===== src/rtl/count_seq_pkg.sv =====
// Shared types and default widths for the lap-counting sequencer.
package count_seq_pkg;

    localparam int LAP_W_DEF  = 4;
    localparam int WDOG_W_DEF = 10;

    typedef enum logic [2:0] {
        S_IDLE,
        S_CLEAR,
        S_RUN,
        S_PAUSED,
        S_FIN
    } state_e;

endpackage


===== src/rtl/count_seq_wdog.sv =====
// Watchdog for count_seq_ctrl: counts enabled cycles between counted laps and
// flags the cycle on which the count would reach its all-ones terminal value.
module count_seq_wdog #(
    parameter int WDOG_W = 10
) (
    input  logic clk,
    input  logic rst_n,
    input  logic clear_i,
    input  logic count_en_i,
    output logic expired_o
);

    localparam logic [WDOG_W-1:0] PRE_MAX = {{(WDOG_W-1){1'b1}}, 1'b0};

    logic [WDOG_W-1:0] cnt_q, cnt_d;

    // Expiry is flagged on the edge that takes the count to all-ones, so the
    // controller reacts on the same edge rather than one cycle late.
    assign expired_o = count_en_i && !clear_i && (cnt_q == PRE_MAX);

    always_comb begin
        cnt_d = cnt_q;
        if (clear_i) begin
            cnt_d = '0;
        end else if (count_en_i) begin
            cnt_d = cnt_q + 1'b1;
        end
    end

    always_ff @(posedge clk or negedge rst_n) begin
        if (!rst_n) begin
            cnt_q <= '0;
        end else begin
            cnt_q <= cnt_d;
        end
    end

endmodule


===== src/rtl/count_seq_ctrl.sv =====
// Lap-counting sequencer driving an external counter's enable and clear.
// Optional watchdog (sticky ERR) is built only when COUNT_SEQ_WDOG_EN is defined.
module count_seq_ctrl
    import count_seq_pkg::*;
#(
    parameter int LAP_W  = LAP_W_DEF,
    parameter int WDOG_W = WDOG_W_DEF
) (
    input  logic             clk,
    input  logic             rst_n,
    input  logic             START,
    input  logic [LAP_W-1:0] LAPS,
    input  logic             PAUSE,
    input  logic             ABORT,
    input  logic             MAX,
    output logic             EN,
    output logic             CLR,
    output logic             BUSY,
    output logic             DONE,
    output logic [LAP_W-1:0] LAP_CNT,
    output logic             ERR
);

    state_e            state_q, state_d;
    logic [LAP_W-1:0]  laps_q, laps_d;
    logic [LAP_W-1:0]  lap_cnt_q, lap_cnt_d;
    logic [LAP_W-1:0]  lapNext;
    logic              lapHit;
    logic              wdogExpired;

    assign EN      = (state_q == S_RUN) && !PAUSE;
    assign CLR     = (state_q == S_CLEAR);
    assign BUSY    = (state_q != S_IDLE);
    assign DONE    = (state_q == S_FIN) && !ABORT;
    assign LAP_CNT = lap_cnt_q;

    // A lap only counts when the counter was actually enabled; ABORT wins over it.
    assign lapHit  = EN && MAX && !ABORT;
    assign lapNext = lap_cnt_q + 1'b1;

    always_comb begin
        state_d   = state_q;
        laps_d    = laps_q;
        lap_cnt_d = lap_cnt_q;
        case (state_q)
            S_IDLE: begin
                if (START) begin
                    laps_d    = LAPS;
                    lap_cnt_d = '0;
                    state_d   = (LAPS != '0) ? S_CLEAR : S_FIN;
                end
            end
            S_CLEAR: begin
                state_d = ABORT ? S_IDLE : S_RUN;
            end
            S_RUN: begin
                if (ABORT || wdogExpired) begin
                    state_d = S_IDLE;
                end else if (lapHit) begin
                    lap_cnt_d = lapNext;
                    if (lapNext == laps_q) begin
                        state_d = S_FIN;
                    end
                end else if (PAUSE) begin
                    state_d = S_PAUSED;
                end
            end
            S_PAUSED: begin
                if (ABORT) begin
                    state_d = S_IDLE;
                end else if (!PAUSE) begin
                    state_d = S_RUN;
                end
            end
            S_FIN: begin
                state_d = S_IDLE;
            end
            default: begin
                state_d = S_IDLE;
            end
        endcase
    end

    always_ff @(posedge clk or negedge rst_n) begin
        if (!rst_n) begin
            state_q   <= S_IDLE;
            laps_q    <= '0;
            lap_cnt_q <= '0;
        end else begin
            state_q   <= state_d;
            laps_q    <= laps_d;
            lap_cnt_q <= lap_cnt_d;
        end
    end

`ifdef COUNT_SEQ_WDOG_EN
    logic err_q, err_d;
    logic wdogClear;

    // Restart the watchdog outside an active run and on every counted lap.
    assign wdogClear = ((state_q != S_RUN) && (state_q != S_PAUSED)) || lapHit;

    count_seq_wdog #(
        .WDOG_W (WDOG_W)
    ) u_wdog (
        .clk        (clk),
        .rst_n      (rst_n),
        .clear_i    (wdogClear),
        .count_en_i (EN),
        .expired_o  (wdogExpired)
    );

    always_comb begin
        err_d = err_q;
        if ((state_q == S_IDLE) && START) begin
            err_d = 1'b0;
        end else if (wdogExpired && !ABORT) begin
            err_d = 1'b1;
        end
    end

    always_ff @(posedge clk or negedge rst_n) begin
        if (!rst_n) begin
            err_q <= 1'b0;
        end else begin
            err_q <= err_d;
        end
    end

    assign ERR = err_q;
`else
    logic unusedWdogW;

    assign unusedWdogW = |WDOG_W;
    assign wdogExpired = 1'b0;
    assign ERR         = 1'b0;
`endif

endmodule


===== config.mk =====
export PLATFORM = sky130hd
export DESIGN_NAME = count_seq_ctrl
export DESIGN_NICKNAME = d
export VERILOG_FILES = /design/src/rtl/count_seq_pkg.sv /design/src/rtl/count_seq_wdog.sv /design/src/rtl/count_seq_ctrl.sv
export SDC_FILE = /design/constraint.sdc
export NUM_CORES = 1
export LEC_CHECK = 0
export CORE_ASPECT_RATIO = 0.9
export CORE_UTILIZATION = 29
export CTS_CLUSTER_DIAMETER = 40
export DETAILED_ROUTE_END_ITERATION = 6
export PLACE_DENSITY_LB_ADDON = 0.05
export SETUP_SLACK_MARGIN = 0.1
export SLEW_MARGIN = 10
export SYNTH_ARGS = -nofsm -noshare
export SYNTH_HDL_FRONTEND = slang
export SYNTH_SLANG_ARGS = --single-unit

===== constraint.sdc =====
create_clock -name clk -period 3.65 [get_ports clk]
set_input_delay 0.365 -clock clk [delete_from_list [all_inputs] [get_ports clk]]
set_output_delay 0.365 -clock clk [all_outputs]
set_load 0.01 [all_outputs]

==> flow_summary.toml <==
[finish]
stdcell_count = 109
antenna_cells_inserted = 0
nets = 94
num-fill-cells = 232
drive_above_1_share = 0.171
fin_util = 0.402
final_area_sq_um = 885
final_common_cell = "clkdlybuf4s50_1"
area_delta_synth_final_pct = 29.3
final_cell_mix = "clkdlybuf4s50_1 (17), dfrtp_1 (11), mux2_2 (6)"

[sta]
holdWs_ns = 0.445
period_needed_ns = 2.11
rsz0062_at_grt = "no"
final_hold_viol_count = 0
fin_crit_sh = 0.579
layout_setup_ws_ns = 1.54
slew_viol_final = 0
fmax_mhz = 473
finalSetupViolCount = 0
slew_headroom = 0.643
setup_tns_ns = 0
fin_worst_skew_ns = 0.000945
tightestPinTransition_ns = 0.535

[logic_synthesis]
ys_types = 28
ys_seq_area_frac = 0.402
ys_ff_latch = 11
avgSynthCellArea_sq_um = 10.7
yosys_warnings = 0
netlist_instances = 64
synth_edf_count = 0
yosys_most_used_dff = "dfrtp_1"
synth_area_sq_um = 684
async_flop_share = 1.00
syn_nets = 75

[global_routing]
antenna_found_initial = 0
grtUsageTotal = 0.136
grt_max_degree = 12
grt-ovfl-total = 0
grt_pass1_wl_microns = 2380
grt_pass1_vias = 488

[cts]
clock_sinks = 11
post_cts_buffers = 0
cts_buffer_depth = 2
ctsResizeCount = 0
cts_root_buf = "clkbuf_4"
cts_tree = "yes"
ctsHtreeMaxLevel = 1
cts_hold_buf = 0
numCtsBuffers = 3
clk_pin_slew_ns = 0.07
clk_latency_ns = 0.27

[place]
dp.final_hpwl_microns = 1090
post-place-ws_ns = 1.52
placed_cells = 105
io_buffers = 17
finalWeightedCongestion = 0.735
place_area_sq_um = 858

[critical_path]
crit_required_ns = 3.28
crit_arrival_ns = 1.75
crit_type = "in -> out"
critPathMaxFanout = 6
cp-end-kind = "output port"
rrSetupSlack_ns = 1.98
critPathLaunchType = "primary input"
crit_end = "DONE"
r2r-end = "LAP_CNT[2]$_DFFE_PN0P_"
r2r_cells = 4
rr_startpoint = "state_q[0]$_DFFE_PN0P_"
crit_start = "ABORT"

[min_path]
holdCritPathClass = "in -> async"

[pwr]
ir_drop_mv = 0.254
p_int_mw = 0.326
cellLeakagePower_nw = 0.341
clkPwrFrac = 0.163
seqPwrFrac = 0.402
combPwrFrac = 0.435
total_power_mw = 0.510
p_sw_frac = 0.360
p_per_area_nw_per_um2 = 577
p_sw_mw = 0.184

[route]
viasPerCell = 4.92
drc = 0
drt-total-wl_microns = 1440
drtPass1Iterations = 4
wl_per_cell_microns = 13.2
first_iter_violations = 4
final_antenna_net_count = 0
via_count = 536

[floorplanning]
die_y_microns = 48.1
start_util = 0.311
rows = 16
die_w_microns = 53.2
io_pins = 19
dieArea_sq_um = 2560
coreArea_sq_um = 2200

[job]
drv_cap = 0

[status]
outcome = "completed"
cell type report:
class                      count  area [sq um]  share of cell area
clock buffer                   4          26.3              0.0297
inverter                       2          7.51             0.00849
multi-input combinational     48           372               0.420
sequential                    11           275               0.311
tap                           27          33.8              0.0382
timing repair buffer          17           170               0.192
cells in the mapped netlist, drive strengths merged, types with 2 or more instances:
| cell type | number | area share |
|---|---|---|
| buf | 3 | 0.044 |
| dfrtp | 11 | 0.40 |
| xnor2 | 5 | 0.064 |
| nor3 | 4 | 0.029 |
| nand2 | 5 | 0.027 |
| nor4 | 3 | 0.049 |
| nand2b | 2 | 0.029 |
| nand4 | 2 | 0.018 |
| xor2 | 2 | 0.026 |
| nor2 | 5 | 0.031 |
| inv | 2 | 0.011 |
| a22o | 2 | 0.026 |
| nand3 | 2 | 0.015 |
| mux2 | 6 | 0.099 |
power groups by stage:
stage	registers [mW]	logic (mW)	clock network, mW
final	0.205	0.222	0.0833
after global routing	0.211	0.243	0.0967
after CTS	0.205	0.225	0.0881
after detailed placement	0.208	0.222	0
after global placement	0.208	0.224	0
after floorplan	0.188	0.178	0
cells by family after synthesis:
family	after synthesis	share of synthesized area
muxes	7	0.113
other	1	0.00548
AOI/OAI and AO/OA	8	0.101
buffers and inverters	5	0.0549
DFF	11	0.402
and+or+nand+nor	24	0.216
xor gates and xnor gates	7	0.0896
adders and majority gates	1	0.0183
worst min-delay path by stage:
stage                               start                endpoint
floorplan                           rst_n  LAP_CNT[0]$_DFFE_PN0P_
global route                        rst_n  state_q[1]$_DFFE_PN0P_
CTS                                 rst_n  state_q[2]$_DFFE_PN0P_
detailed placement  laps_q[1]$_DFFE_PN0P_   laps_q[1]$_DFFE_PN0P_
global placement    laps_q[1]$_DFFE_PN0P_   laps_q[1]$_DFFE_PN0P_
finish                              rst_n  state_q[1]$_DFFE_PN0P_
flip-flops by register name, indices dropped and copies added (netlist names):
register and flops:
LAP_CNT 4, laps_q 4, state_q 3
worst max-delay path, stage by stage:
cell and delay, ns:
clkdlybuf4s50_1 0.53, nor4_1 0.28, clkdlybuf4s50_1 0.58
layer usage:
layer	wire length [microns]	vias up	GRT usage
met5	0	-	0
met3	83	0	0.0667
li1	-	266	-
met4	0	0	0.0316
met1	767	257	0.203
met2	590	13	0.170
No activity file was read; power rests on OpenSTA's default activity.
==> RTL change 1: new RTL, same flow settings <==
Set the package constant `LAP_W_DEF` to 6 (it was 4).
--- a/src/rtl/count_seq_pkg.sv
+++ b/src/rtl/count_seq_pkg.sv
@@ -2,5 +2,5 @@
 package count_seq_pkg;
 
-    localparam int LAP_W_DEF  = 4;
+    localparam int LAP_W_DEF  = 6;
     localparam int WDOG_W_DEF = 10;
 
Interface: changed (resized LAPS and LAP_CNT); port bits go from 19 to 23. No check against the original RTL was run, so the function may have changed too.
==> RTL change 1 against the unedited design <==
  * Maximum frequency down 10%
  * Cell area up 31%
  * Global-route usage up 0.43 points
  * Critical endpoint is now state_q[2]
  * Wire length up 42%
  * Die area up 28%
  * Sequential power up 9%
  * First-iteration DRC count rose to 4.3 times the old value
  * Combinational power down 39%
  * Synthesized area up 29%
  * Worst setup slack worse by 0.24 ns
  * Sequential cell count up 4
  * Power down 11%
  * Critical path type is now reg -> reg
==> RTL change 1: results (changes against the unedited design) <==
[sta]
finalClockSkew_ns=0.00440  ; +0.00345 ns
relSlewSlack=0.529  ; -0.114

[grt]
grt_pass1_wl_mm=3.29  ; +38%
grt_max_degree=16  ; +4
grt_usage=0.141  ; +0.00428
met2_usage=0.196  ; +0.0260
met1_usage=0.207  ; +0.00440

[layout]
num-multi-input-gates=68  ; +42%
nNetsFinal=124  ; +32%
layout-drive-gt1-share=0.0909  ; -0.0798
clkCellAreaFrac=0.0227  ; -0.00700
signal_buffers=21  ; +4
area_delta_synth_final_pct=31.0

[synthesis]
yosys-top-cells-count=dfrtp_1, nor2_1, xnor2_1, nand2_1
synth-xor-area-share=0.0892  ; -0.000344
synth-compound-area-share=0.136  ; +0.0354
synthAdderAreaFrac=0.0142  ; -0.00412
synth_area_leaders=dfrtp_1, xnor2_1, mux2_2, o31ai_1, nor2_1
synth-seq-area-share=0.425  ; +0.0227
postSynthAreaPerCell_um2=10.2  ; -5.1%
syn_area_um2=883  ; +29%
synth.distinct_cells=35  ; +25%
syn_nets=100  ; +33%
async_reset_ff_frac=1.00  ; unchanged

[cts]
cts_htree_levels=1  ; unchanged
clk_path_buf_depth=2  ; unchanged
path_clk_slew_ns=0.09  ; +0.02 ns

[pwr]
vdd_drop_max_uv=166  ; -34%

[setup_path]
slowest_stage=or4_1
path_delay_family=simple AND/OR/NAND/NOR gates
reg2reg_depth=6  ; +2
critical_path_arrival_ns=2.54  ; +0.79 ns

[place]
dp_cells=146  ; +39%
portBuffers=21  ; +4
hpwl_mm=1.51  ; +38%
placed_area_um2=1130  ; +32%
gp_congestion=0.803  ; +9.2%

[routing]
viasPerCell=5.08  ; +3.3%
wl_mm=2.04  ; +42%
wire_per_inst_um=13.6  ; +2.8%
drt_iter0_markers=17  ; +13

[outcome]
outcome=finished, final reports clean

[floorplanning]
rows=18  ; +2

RTL change 1: power by group:
| part | leakage (nW) | total [W] | switching [W] | internal, W |
|---|---|---|---|---|
| Sequential | 0.194 | 0.000223 | 0.0000293 | 0.000193 |
| Combinational | 0.247 | 0.000136 | 0.0000604 | 0.0000760 |
| Clock | 0.0150 | 0.0000973 | 0.0000548 | 0.0000424 |
RTL change 1: path summary, 6_finish.rpt:
path | slack [ns] | start | end
min in group clk | 0.51 | laps_q[3] | laps_q[3]
max in group asynchronous | 2.71 | rst_n | LAP_CNT[2]
min | 0.49 | rst_n | LAP_CNT[1]
max | 1.29 | LAP_CNT[0] | state_q[2]
min reg2reg | 0.51 | laps_q[3] | laps_q[3]
max reg2reg | 1.29 | LAP_CNT[0] | state_q[2]
RTL change 1: per-layer routing:
| layer | part of all wire | vias up |
|---|---|---|
| met2 | 0.42 | 21 |
| li1 | - | 367 |
| met3 | 0.050 | 2 |
| met5 | 0 | - |
| met1 | 0.52 | 372 |
| met4 | 0.0074 | 0 |
==> RTL change 2: new RTL, config.mk and constraints unchanged <==
Without the edit above. The 5 states of `state_e` get a one-hot encoding in 5 bits.
--- a/src/rtl/count_seq_pkg.sv
+++ b/src/rtl/count_seq_pkg.sv
@@ -5,10 +5,10 @@
     localparam int WDOG_W_DEF = 10;
 
-    typedef enum logic [2:0] {
-        S_IDLE,
-        S_CLEAR,
-        S_RUN,
-        S_PAUSED,
-        S_FIN
+    typedef enum logic [4:0] {
+        S_IDLE   = 5'b00001,
+        S_CLEAR  = 5'b00010,
+        S_RUN    = 5'b00100,
+        S_PAUSED = 5'b01000,
+        S_FIN    = 5'b10000
     } state_e;
 
Formal check against the unedited RTL: no difference found for any inputs over 10 cycles, from zero or initial values and one cycle with rst_n low; not proved beyond that.
==> RTL change 2 against the unedited design <==
  * Sequential power increased by 16%
  * Worst setup slack got worse by 0.22 ns
  * Synthesized area increased by 20%
  * Sequential cell count increased by 2
  * Cell area increased by 20%
  * Power increased by 12%
  * Wire length increased by 25%
==> RTL change 2: results (changes against the unedited design) <==
[routing]
drt_iter0_markers=14  ; +10
wl_mm=1.80  ; +25%
viasPerCell=4.89  ; -0.60%

[grt]
grt_pass1_wl_mm=3.06  ; +29%
grt_max_degree=14  ; +2
grt_pass1_vias=612  ; +25%
grt_usage=0.139  ; +0.00245

[outcome]
outcome=finished, final reports clean

[layout]
layout-drive-gt1-share=0.219  ; +0.0480
nNetsFinal=108  ; +15%

[place]
placed_area_um2=1030  ; +20%
gp_congestion=0.784  ; +6.6%
hpwl_mm=1.36  ; +24%

[pwr]
vdd_drop_max_uv=285  ; +12%

[sta]
finalClockSkew_ns=0.0162  ; +0.0152 ns
tightest_slew_ns=0.587  ; +0.0522 ns

[synthesis]
yosys-top-cells-count=dfrtp_1, nand2_1, nor3_1, xnor2_1, mux2_2
synth_area_leaders=dfrtp_1, mux2_2, xnor2_1, dfstp_2, nor3_1
synth-seq-area-share=0.397  ; -0.00554
synth.distinct_cells=39  ; +39%

[setup_path]
cp-startpoint=state_q[4]
cp_slowest_stage_delay_ns=0.55  ; -0.03 ns
timing.rr.start=LAP_CNT[0]
reg2reg_depth=5  ; +1

[cts]
cts_htree_levels=1  ; unchanged
path_clk_slew_ns=0.10  ; +0.03 ns

==> RTL change 2: worst paths after layout <==
check                      slack [ns]    endpoint
setup / recovery                 1.32          EN
hold reg to reg                  0.54   laps_q[3]
hold / removal                   0.44  LAP_CNT[1]
setup reg to reg                 1.75  state_q[2]
min in group clk                 0.54   laps_q[3]
max in group asynchronous        2.81  state_q[1]
==> RTL change 2: cell families after synthesis <==
group,Yosys count,share of synthesized area
xor gates and xnor gates,7,0.0745
and+or+nand+nor,32,0.266
muxes,5,0.0729
adders and majority gates,1,0.0152
other,1,0.00455
DFF,13,0.397
buffers and inverters,3,0.0182
AOI/OAI and AO/OA,14,0.152
==> RTL change 2: area by class of cell <==
type / instances / area [um^2]
fillers: 272 / 1510
multi-input cells: 60 / 482
flip-flops and latches: 13 / 327
repair buffers: 17 / 170
well taps: 38 / 47.5
clock buffers: 4 / 26.3
inverters: 2 / 7.51
==> RTL change 2: stage by stage <==
stage	std cells	hold WS (ns)	power, W	worst slack [ns]
final	134	0.442	0.000570	1.32
after global routing	134	0.496	0.000613	1.16
after CTS	134	0.474	0.000574	1.31
after detailed placement	130	0.529	0.000478	1.47
after global placement	130	0.521	0.000477	1.55
after floorplan	76	0.0694	0.000399	1.90
==> RTL change 2: routing by layer <==
metal / track usage / vias up / share of wire
met2: 0.199 / 14 / 0.41
met3: 0.0543 / 2 / 0.045
met1: 0.192 / 316 / 0.54
met5: 0 / - / 0
li1: - / 323 / -
met4: 0.0357 / 0 / 0.0089
==> RTL change 2: power by group <==
| group | switching, W | leakage (nW) | internal (W) |
|---|---|---|---|
| registers | 0.0000510 | 0.168 | 0.000186 |
| logic | 0.000111 | 0.230 | 0.000128 |
| clock network | 0.0000511 | 0.0150 | 0.0000424 |
| total | 0.000213 | 0.413 | 0.000356 |
==> RTL change 2: worst max-delay path: cells and delay by family (launching register included) <==
kind / cells / cell delay, ns
buf+inv: 1 / 0.55
flops: 1 / 0.47
simple gates: 3 / 0.66
